[src/rtl/pipe_scroller_pkg.sv]
// Playfield geometry, column type, run-state enum and the gap decoder shared by
// the scroller, its interface and anything that reads the obstacle grid.
package pipe_pkg;

   localparam int ROWS  = 16;
   localparam int COLS  = 16;
   localparam int GAP   = 4;
   localparam int COL_W = $clog2(COLS);

   typedef logic [ROWS-1:0] col_t;

   typedef enum logic {
      IDLE = 1'b0,
      RUN  = 1'b1
   } state_t;

   // A fresh pipe column: lit everywhere except a GAP-row hole whose top row is
   // twice the pattern, pushed up so the hole never runs off the bottom edge.
   function automatic col_t gap_column(input logic [2:0] pattern);
      int   top;
      col_t col;
      top = 2 * int'(pattern);
      if (top > ROWS - GAP) begin
         top = ROWS - GAP;
      end
      for (int i = 0; i < ROWS; i++) begin
         col[i] = (i < top) || (i >= top + GAP);
      end
      return col;
   endfunction

endpackage

[src/rtl/pipe_scroller_if.sv]
// Control inputs, step pulses and the combinational grid read port of the scroller.
// slave is the scroller side; master is the game logic / display side.
interface pipe_scroller_if;
   import pipe_pkg::*;

   logic             enable;
   logic             clear;
   logic [2:0]       pattern;
   logic             pattern_take;
   logic             step;
   logic             pipe_passed;
   logic [COL_W-1:0] rd_col;
   col_t             rd_data;
   state_t           state;

   modport slave (
      input  enable, clear, pattern, rd_col,
      output pattern_take, step, pipe_passed, rd_data, state
   );

   modport master (
      output enable, clear, pattern, rd_col,
      input  pattern_take, step, pipe_passed, rd_data, state
   );

endinterface

[src/rtl/pipe_tick_gen.sv]
// Scroll-step timer: counts 0..period-1 while run is high and pulses step on the last count.
// Latency: step is combinational from the count; the counter freezes when run is low.
// No backpressure; clear zeroes the count and masks the pulse in the same cycle.
module pipe_tick_gen #(
   parameter int TW = 4
) (
   input  logic          clk,
   input  logic          reset,
   input  logic          run,
   input  logic          clear,
   input  logic [TW-1:0] period,
   output logic          step
);

   logic [TW-1:0] tick_q;
   logic [TW-1:0] tick_d;
   logic          last;

   // >= keeps the counter wrapping even if the period shrinks below the count.
   assign last = (tick_q >= period - TW'(1));
   assign step = run && !clear && last;

   always_comb begin
      tick_d = tick_q;
      if (clear) begin
         tick_d = '0;
      end else if (run) begin
         tick_d = last ? '0 : tick_q + TW'(1);
      end
   end

   always_ff @(posedge clk or negedge reset) begin
      if (!reset) begin
         tick_q <= '0;
      end else begin
         tick_q <= tick_d;
      end
   end

endmodule

[src/rtl/pipe_scroller.sv]
// Scrolling pipe playfield: shifts the grid left one column per step and inserts a pipe every SPACING steps.
// Latency: pulses are combinational in the step cycle; the new grid reads back after that edge.
// No backpressure; enable low freezes everything. PIPE_SCROLLER_SPEEDUP_EN shortens the step period as pipes accumulate.
module pipe_scroller
   import pipe_pkg::*;
#(
   parameter int SPACING  = 4,
   parameter int TICK_DIV = 8,
   parameter int BIRD_COL = 2
) (
   input  logic            clk,
   input  logic            reset,
   pipe_scroller_if.slave  bus
);

   localparam int            SW          = $clog2(SPACING);
   localparam int            TW          = $clog2(TICK_DIV + 1);
   localparam logic [SW-1:0] SPC_RELOAD  = SW'(SPACING - 1);
   localparam logic [TW-1:0] PERIOD_INIT = TW'(TICK_DIV);

   state_t              state_q;
   state_t              state_d;
   col_t [COLS-1:0]     grid_q;
   col_t [COLS-1:0]     grid_d;
   logic [SW-1:0]       spc_q;
   logic [SW-1:0]       spc_d;
   logic [TW-1:0]       period;
   logic                step;
   logic                take;

   pipe_tick_gen #(
      .TW (TW)
   ) u_tick (
      .clk    (clk),
      .reset  (reset),
      .run    (bus.enable),
      .clear  (bus.clear),
      .period (period),
      .step   (step)
   );

   assign take             = step && (spc_q == '0);
   assign bus.step         = step;
   assign bus.pattern_take = take;
   assign bus.pipe_passed  = step && (grid_q[BIRD_COL] != '0);
   assign bus.rd_data      = grid_q[bus.rd_col];
   assign bus.state        = state_q;

   always_comb begin
      state_d = bus.enable ? RUN : IDLE;
      grid_d  = grid_q;
      spc_d   = spc_q;
      if (bus.clear) begin
         grid_d = '0;
         spc_d  = '0;
      end else if (step) begin
         for (int i = 0; i < COLS - 1; i++) begin
            grid_d[i] = grid_q[i+1];
         end
         grid_d[COLS-1] = take ? gap_column(bus.pattern) : col_t'(0);
         spc_d          = take ? SPC_RELOAD : spc_q - SW'(1);
      end
   end

   always_ff @(posedge clk or negedge reset) begin
      if (!reset) begin
         state_q <= IDLE;
         grid_q  <= '0;
         spc_q   <= '0;
      end else begin
         state_q <= state_d;
         grid_q  <= grid_d;
         spc_q   <= spc_d;
      end
   end

`ifdef PIPE_SCROLLER_SPEEDUP_EN
   localparam int            DEC   = (TICK_DIV / 8 > 1) ? TICK_DIV / 8 : 1;
   localparam logic [TW-1:0] DEC_W = TW'(DEC);
   localparam logic [TW-1:0] FLOOR = TW'(TICK_DIV / 2);

   logic [2:0]    pcnt_q;
   logic [2:0]    pcnt_d;
   logic [TW-1:0] period_q;
   logic [TW-1:0] period_d;

   assign period = period_q;

   // The period only changes on an insertion step, when the tick counter is wrapping to 0.
   always_comb begin
      pcnt_d   = pcnt_q;
      period_d = period_q;
      if (bus.clear) begin
         pcnt_d   = '0;
         period_d = PERIOD_INIT;
      end else if (take) begin
         pcnt_d = pcnt_q + 3'd1;
         if (pcnt_q == 3'd7) begin
            period_d = (period_q - FLOOR >= DEC_W) ? period_q - DEC_W : FLOOR;
         end
      end
   end

   always_ff @(posedge clk or negedge reset) begin
      if (!reset) begin
         pcnt_q   <= '0;
         period_q <= PERIOD_INIT;
      end else begin
         pcnt_q   <= pcnt_d;
         period_q <= period_d;
      end
   end
`else
   assign period = PERIOD_INIT;
`endif

endmodule

[src/flat_wrapper.sv]
// flat-port wrapper written by rule: the top's interface ports become plain ports
module pipe_scroller_flat import pipe_pkg::*;
#(
   parameter int SPACING  = 4,
   parameter int TICK_DIV = 8,
   parameter int BIRD_COL = 2
)
  (clk, reset, bus_enable, bus_clear, bus_pattern, bus_rd_col, bus_pattern_take, bus_step, bus_pipe_passed, bus_rd_data, bus_state);
  pipe_scroller_if bus_i ();
  input  logic clk;
  input  logic reset;
  input wire logic [$bits(bus_i.enable)-1:0] bus_enable;
  input wire logic [$bits(bus_i.clear)-1:0] bus_clear;
  input wire logic [$bits(bus_i.pattern)-1:0] bus_pattern;
  input wire logic [$bits(bus_i.rd_col)-1:0] bus_rd_col;
  output wire logic [$bits(bus_i.pattern_take)-1:0] bus_pattern_take;
  output wire logic [$bits(bus_i.step)-1:0] bus_step;
  output wire logic [$bits(bus_i.pipe_passed)-1:0] bus_pipe_passed;
  output wire logic [$bits(bus_i.rd_data)-1:0] bus_rd_data;
  output wire logic [$bits(bus_i.state)-1:0] bus_state;
  assign bus_i.enable = bus_enable;
  assign bus_i.clear = bus_clear;
  assign bus_i.pattern = bus_pattern;
  assign bus_i.rd_col = bus_rd_col;
  assign bus_pattern_take = bus_i.pattern_take;
  assign bus_step = bus_i.step;
  assign bus_pipe_passed = bus_i.pipe_passed;
  assign bus_rd_data = bus_i.rd_data;
  assign bus_state = bus_i.state;
  pipe_scroller #(.SPACING(SPACING), .TICK_DIV(TICK_DIV), .BIRD_COL(BIRD_COL)) u_core (.clk(clk), .reset(reset), .bus(bus_i));
endmodule
[config.mk]
export PLATFORM = sky130hd
export DESIGN_NAME = pipe_scroller_flat
export DESIGN_NICKNAME = d
export VERILOG_FILES = /design/src/rtl/pipe_scroller_pkg.sv /design/src/rtl/pipe_scroller_if.sv /design/src/rtl/pipe_tick_gen.sv /design/src/rtl/pipe_scroller.sv /design/src/flat_wrapper.sv
export SDC_FILE = /design/constraint.sdc
export NUM_CORES = 1
export LEC_CHECK = 0
export CAP_MARGIN = 20
export CORE_MARGIN = 8
export CORE_UTILIZATION = 25
export DETAILED_ROUTE_END_ITERATION = 8
export MAX_ROUTING_LAYER = met4
export PLACE_DENSITY = 0.46
export SLEW_MARGIN = 0
export SYNTH_ARGS = -nofsm -noshare
export SYNTH_HDL_FRONTEND = slang
export SYNTH_HIERARCHICAL = 1
export SYNTH_SLANG_ARGS = --single-unit
[constraint.sdc]
create_clock -name clk -period 2.55 [get_ports clk]
set_input_delay 0.6375 -clock clk [delete_from_list [all_inputs] [get_ports clk]]
set_output_delay 0.6375 -clock clk [all_outputs]
set_load 0.05 [all_outputs]
# Word level (Yosys, flattened, before mapping)
# Cells that the tools add are included.
[totals]
elab_cells = 97
inputBits = 11
output_inout_bits = 20
ff_bits = 263
[op_classes]
n_addsub = 3
order_cmp = 35
n_reduce_logical = 25
mux = 15
[ops]
columns = ["operator", "n"]
rows = [
  ["$mux W256", 2],
  ["$ge A5 B32 Y1 const A", 8],
  ["$lt A5 B32 Y1 const A", 8],
  ["$ge A4 B32 Y1 const A", 4],
  ["$lt A4 B32 Y1 const A", 4],
  ["$bmux W16 S4", 1],
  ["$ge A3 B32 Y1 const A", 2],
  ["$lt A3 B32 Y1 const A", 2],
  ["$mux W32", 2],
  ["$add A32 B4 Y32 const B", 1],
  ["$ge A1 B32 Y1 const A", 1],
  ["$ge A2 B32 Y1 const A", 1],
  ["$lt A1 B32 Y1 const A", 1],
  ["$lt A2 B32 Y1 const A", 1],
  ["$mux W16", 2],
  ["$logic_or A1 B1 Y1", 16],
  ["$mux W4", 4],
  ["$reduce_bool A16 Y1", 1],
  ["$mux W2", 3],
  ["$lt A4 B5 Y1 const B", 1],
  ["$add A4 B1 Y4 const B", 1],
  ["$ge A4 B3 Y1 const B", 1],
  ["$gt A4 B4 Y1 const B", 1],
  ["$logic_and A1 B1 Y1", 4],
  ["5 further kinds", 6],
]

# Depth between registers and ports, before layout
[depth]
ltp_word = 11
mapped_depth = 12

# Cells and area by module
# The synthesis kept the hierarchy.
[by_module_without_submodules]
columns = ["module", "instances", "cells_each", "area_each_um2"]
rows = [
  ["pipe_scroller", 1, 833, 10208.5],
  ["pipe_tick_gen", 1, 38, 374.1],
]

# Least setup slack after synthesis
# Ideal clock, no wire load.
[synth_path]
path_kind = "reg2out"
start = "reg u_core.u_tick.tick_q[0]"
end = "out bus_pipe_passed"
arrival_ns = 4.198
required_ns = 1.913
path_stages_with_launch = 10
setup_slack_ns = -2.285
path_cell_list = "dfrtp_1 > inv_1 > ha_1 > nand2b_4 > a2111oi_4 > nor4b_1 > buf_2 > buf_4 > inv_1 > a41oi_1"
[synth_via]
elab_chain_len = 3
[synth_rtl]
columns = ["element", "line", "source"]
rows = [
  ["from (decl)", "pipe_tick_gen.sv:15", "logic [TW-1:0] tick_q;"],
  ["from (signal assigned)", "pipe_tick_gen.sv:36", "tick_q <= tick_d;"],
  ["$ge A4 B3 Y1", "pipe_tick_gen.sv:20", "assign last = (tick_q >= period - TW'(1));"],
  ["$logic_and A1 B1 Y1", "pipe_tick_gen.sv:21", "assign step = run && !clear && last;"],
  ["net bus_step", "flat_wrapper.sv:17", "output wire logic [$bits(bus_i.step)-1:0] bus_step;"],
  ["$logic_and A1 B1 Y1", "pipe_scroller.sv:45", "assign bus.pipe_passed = step && (grid_q[BIRD_COL] != '0);"],
  ["to (decl)", "flat_wrapper.sv:18", "output wire logic [$bits(bus_i.pipe_passed)-1:0] bus_pipe_passed;"],
]
# The timed path passes the listed nets, and every way through them passes these cells.

# Worst setup path after layout
[layout_path]
start = "reg u_core.u_tick.tick_q[0]"
end = "out bus_pipe_passed"
[layout_via]
elab_chain_len = 3
[layout_rtl]
columns = ["element", "line"]
rows = [
  ["$ge A4 B3 Y1", "pipe_tick_gen.sv:20"],
  ["$logic_and A1 B1 Y1", "pipe_tick_gen.sv:21"],
  ["$logic_and A1 B1 Y1", "pipe_scroller.sv:45"],
]
# Every way passes these cells.

==> results_dict.tcl <==
set metrics [dict create \
    die_x_microns 222 \
    dp_cells 1453 \
    cts_htree_levels 1 \
    rsz0062_at_grt "true" \
    worstRegToRegCells 11 \
    clkSinkCount 215 \
    synth.area.mux_share_pct 29.6 \
    violations "negative setup slack" \
    row_count 75 \
    final-setup-viol-count 15 \
    cts_tree "yes" \
    tightest_slew_ns 0.919 \
    synthTopCellsByCount "dfrtp_1 (215), nor2_1 (202), mux2i_1 (196), mux4_2 (52), buf_2 (27)" \
    post_drt_wl_per_cell_microns 16.8 \
    grt_pass1_wl_microns 42500 \
    synth_seq_cells 215 \
    synth_top_area_cell "dfrtp_1" \
    syn_area_sq_um 10600 \
    synth-compound-area-share_pct 4.30 \
    hp-class "primary input to asynchronous set/reset pin" \
    vdd_drop_max_v 0.000523 \
    core-area_sq_um 41900 \
    clk_latency_ns 0.52 \
    root_buffer "clkbuf_16" \
    cp.required_ns 1.91 \
    syn_avg_cell_area_sq_um 12.2 \
    ys.flop_type "dfrtp_1" \
    synth.top_cell.area_share_pct 50.8 \
    relSlewSlack_pct 38.8 \
    via_per_inst 4.52 \
    netlist_instances 871 \
    yosysMostFrequentCell "dfrtp_1" \
    status "complete, but fails checks" \
    yosysSeqAreaShare_pct 50.8 \
    max_freq_ghz 0.339 \
    drive_gt1_share_pct 27.3 \
    synth.distinct_cells 40 \
    fin_crit_ns 2.95 \
    dr.first_iter.drc_count 460 \
    num-nets-final 1001 \
    fin_skew_ns 0.00579 \
    fin_cells 1529 \
    end_kind "primary output" \
    grt_pass1_vias 7255 \
    max_cap_violations 0 \
    whs_ns 0.0457 \
    synth_fa_ha_area_share_pct 1.77 \
    drtAntennaViolNets 0 \
    cp_max_fo 4 \
    synth_top_family_by_area "multiplexers" \
    critPathKind "register to primary output" \
    hpwl_microns 15800 \
    p_total_uw 7650 \
    worst_slack_ns -0.396 \
    p_leak_uw 0.00566 \
    dr.pass1.iters 4 \
    syn_to_final_growth_pct 30.3 \
    netlist_top_cells_area "dfrtp_1 (51%), mux2i_1 (19%), mux4_2 (11%), nor2_1 (7.2%), a22oi_1 (1.8%)" \
    grt_max_degree 199 \
    drv_slew 0 \
    die_y_microns 222 \
    synth_simple_gate_area_share_pct 9.58 \
    antenna_found_initial 0 \
    numPortBuffers 30 \
    ys_warn_count 6 \
    path_clk_slew_ns 0.05 \
    start_util_pct 25.3 \
    finalHoldViolCount 0 \
    drt_wl_total_microns 25600 \
    gp_congestion 0.717 \
    ys_async_sr_fraction_pct 100 \
    arrival_ns 2.31 \
    fp.dieArea_sq_um 49200 \
    synth-xor-area-share_pct 0.248 \
    grt_overflow 0 \
    cts_made_buffers 26 \
    clockBufferDepth 3 \
    insertedDiodeCount 0 \
    crit_path_start_kind "register" \
    groute.usage.overall_pct 10.8 \
    via_count 6906 \
    io_pins 31 \
    finalCritPeriodShare_pct 116 \
    synth-edff-count 0 \
    drc 0 \
    power_density_nw_per_um2 555 \
]
-- metrics by stage --
step / setup WS [ns] / setup TNS [ns] / util (%) / area (sq um)
2_1_floorplan: -0.552 / -16.05 / - / 10800
3_3_place_gp: -0.300 / -8.64 / 29.5 / 12300
3_5_place_dp: -0.308 / -9.50 / 29.5 / 12300
4_1_cts: -0.527 / -2.32 / 32.7 / 13700
5_1_grt: -0.495 / -2.84 / 33.0 / 13800
6_report: -0.396 / -1.79 / 33.0 / 13800
-- power breakdown --
group	internal [uW]	leakage [uW]	switching (uW)
registers	3420	0.00299	10.0
logic	295	0.00227	367
clock network	2160	0.000397	1390
-- worst max-delay path, cell delays in order, from the launching register on --
cell	delay, ns
dfrtp_1	0.36
inv_2	0.06
ha_4	0.24
nand2b_4	0.11
a2111oi_4	0.08
nor4b_4	0.29
buf_6	0.18
inv_6	0.05
a41oi_4	0.23
buf_12	0.18
-- layer usage --
layer / GRT usage, % / wire, microns / up-vias
met3: 1.56 / 746 / 29
met4: 2.61 / 407 / 0
met5: - / 0 / -
met1: 14.5 / 12400 / 3517
li1: - / - / 3279
met2: 17.1 / 12000 / 81
-- cell usage in the layout, fill, tap and decap left out, drive strengths merged, types with 3 or more instances in the layout --
master / synthesis / routed
nor2b: 3 / 3
dfrtp: 215 / 215
nor2: 202 / 202
a21oi: 5 / 5
o21ai: 11 / 11
mux2i: 196 / 196
a22oi: 26 / 26
a22o: 4 / 4
clkbuf: 24 / 41
o211ai: 4 / 4
buf: 40 / 127
inv: 10 / 9
nor3: 4 / 4
ha: 15 / 15
mux4: 52 / 52
nand3: 3 / 3
conb: 2 / 8
nand2: 25 / 25
nand2b: 7 / 7
clkdlybuf4s50: 0 / 5
-- flip-flops by register name, indices dropped and copies added (netlist names) --
signal	count
u_core/grid_q	208
u_core/u_tick/tick_q	4
u_core/spc_q	2
u_core/bus.state	1
-- path summary, 6_finish.rpt --
kind                                                            end                                 from  slack (ns)
worst max-delay path                                bus_pipe_passed  u_core/u_tick/tick_q[0]$_DFFE_PN0P_       -0.40
worst min-delay path                  u_core/grid_q[61]$_DFFE_PN0P_                                reset        0.05
worst max register to register       u_core/grid_q[171]$_DFFE_PN0P_  u_core/u_tick/tick_q[0]$_DFFE_PN0P_        0.14
worst min register to register       u_core/grid_q[255]$_DFFE_PN0P_       u_core/grid_q[255]$_DFFE_PN0P_        0.51
max in group asynchronous             u_core/grid_q[41]$_DFFE_PN0P_                                reset        1.80
min in group clk                u_core/u_tick/tick_q[1]$_DFFE_PN0P_                            bus_clear        0.34
-- kinds of logic (layout without fill, tap and decap cells) --
kind of cell / Yosys count / after routing
flops: 215 / 215
compound gates: 62 / 62
simple gates: 252 / 252
mux: 248 / 248
buf+inv: 74 / 187
other cells: 2 / 8
fa+ha+maj: 15 / 15
xor+xnor: 3 / 3
-- cell type report --
type,count,area (sq um)
Tap cell,539,674
Fill cell,4181,28100
Inverter,10,46.3
Clock buffer,41,778
Clock inverter,2,35.0
Timing Repair Buffer,134,1780
Sequential cell,215,5390
Multi-Input combinational cell,588,5090
-- timing repair --
item | in CTS | in global routing
pin swaps | 28 | 16
hold buffers | 0 | 0
hold endpoints to repair | 0 | 0
resized for setup | 64 | 12
cloned | 5 | 0
buffers inserted | 18 | 11
endpoints found under the setup margin | 20 | 100
Power figures use the tool's default switching activity.
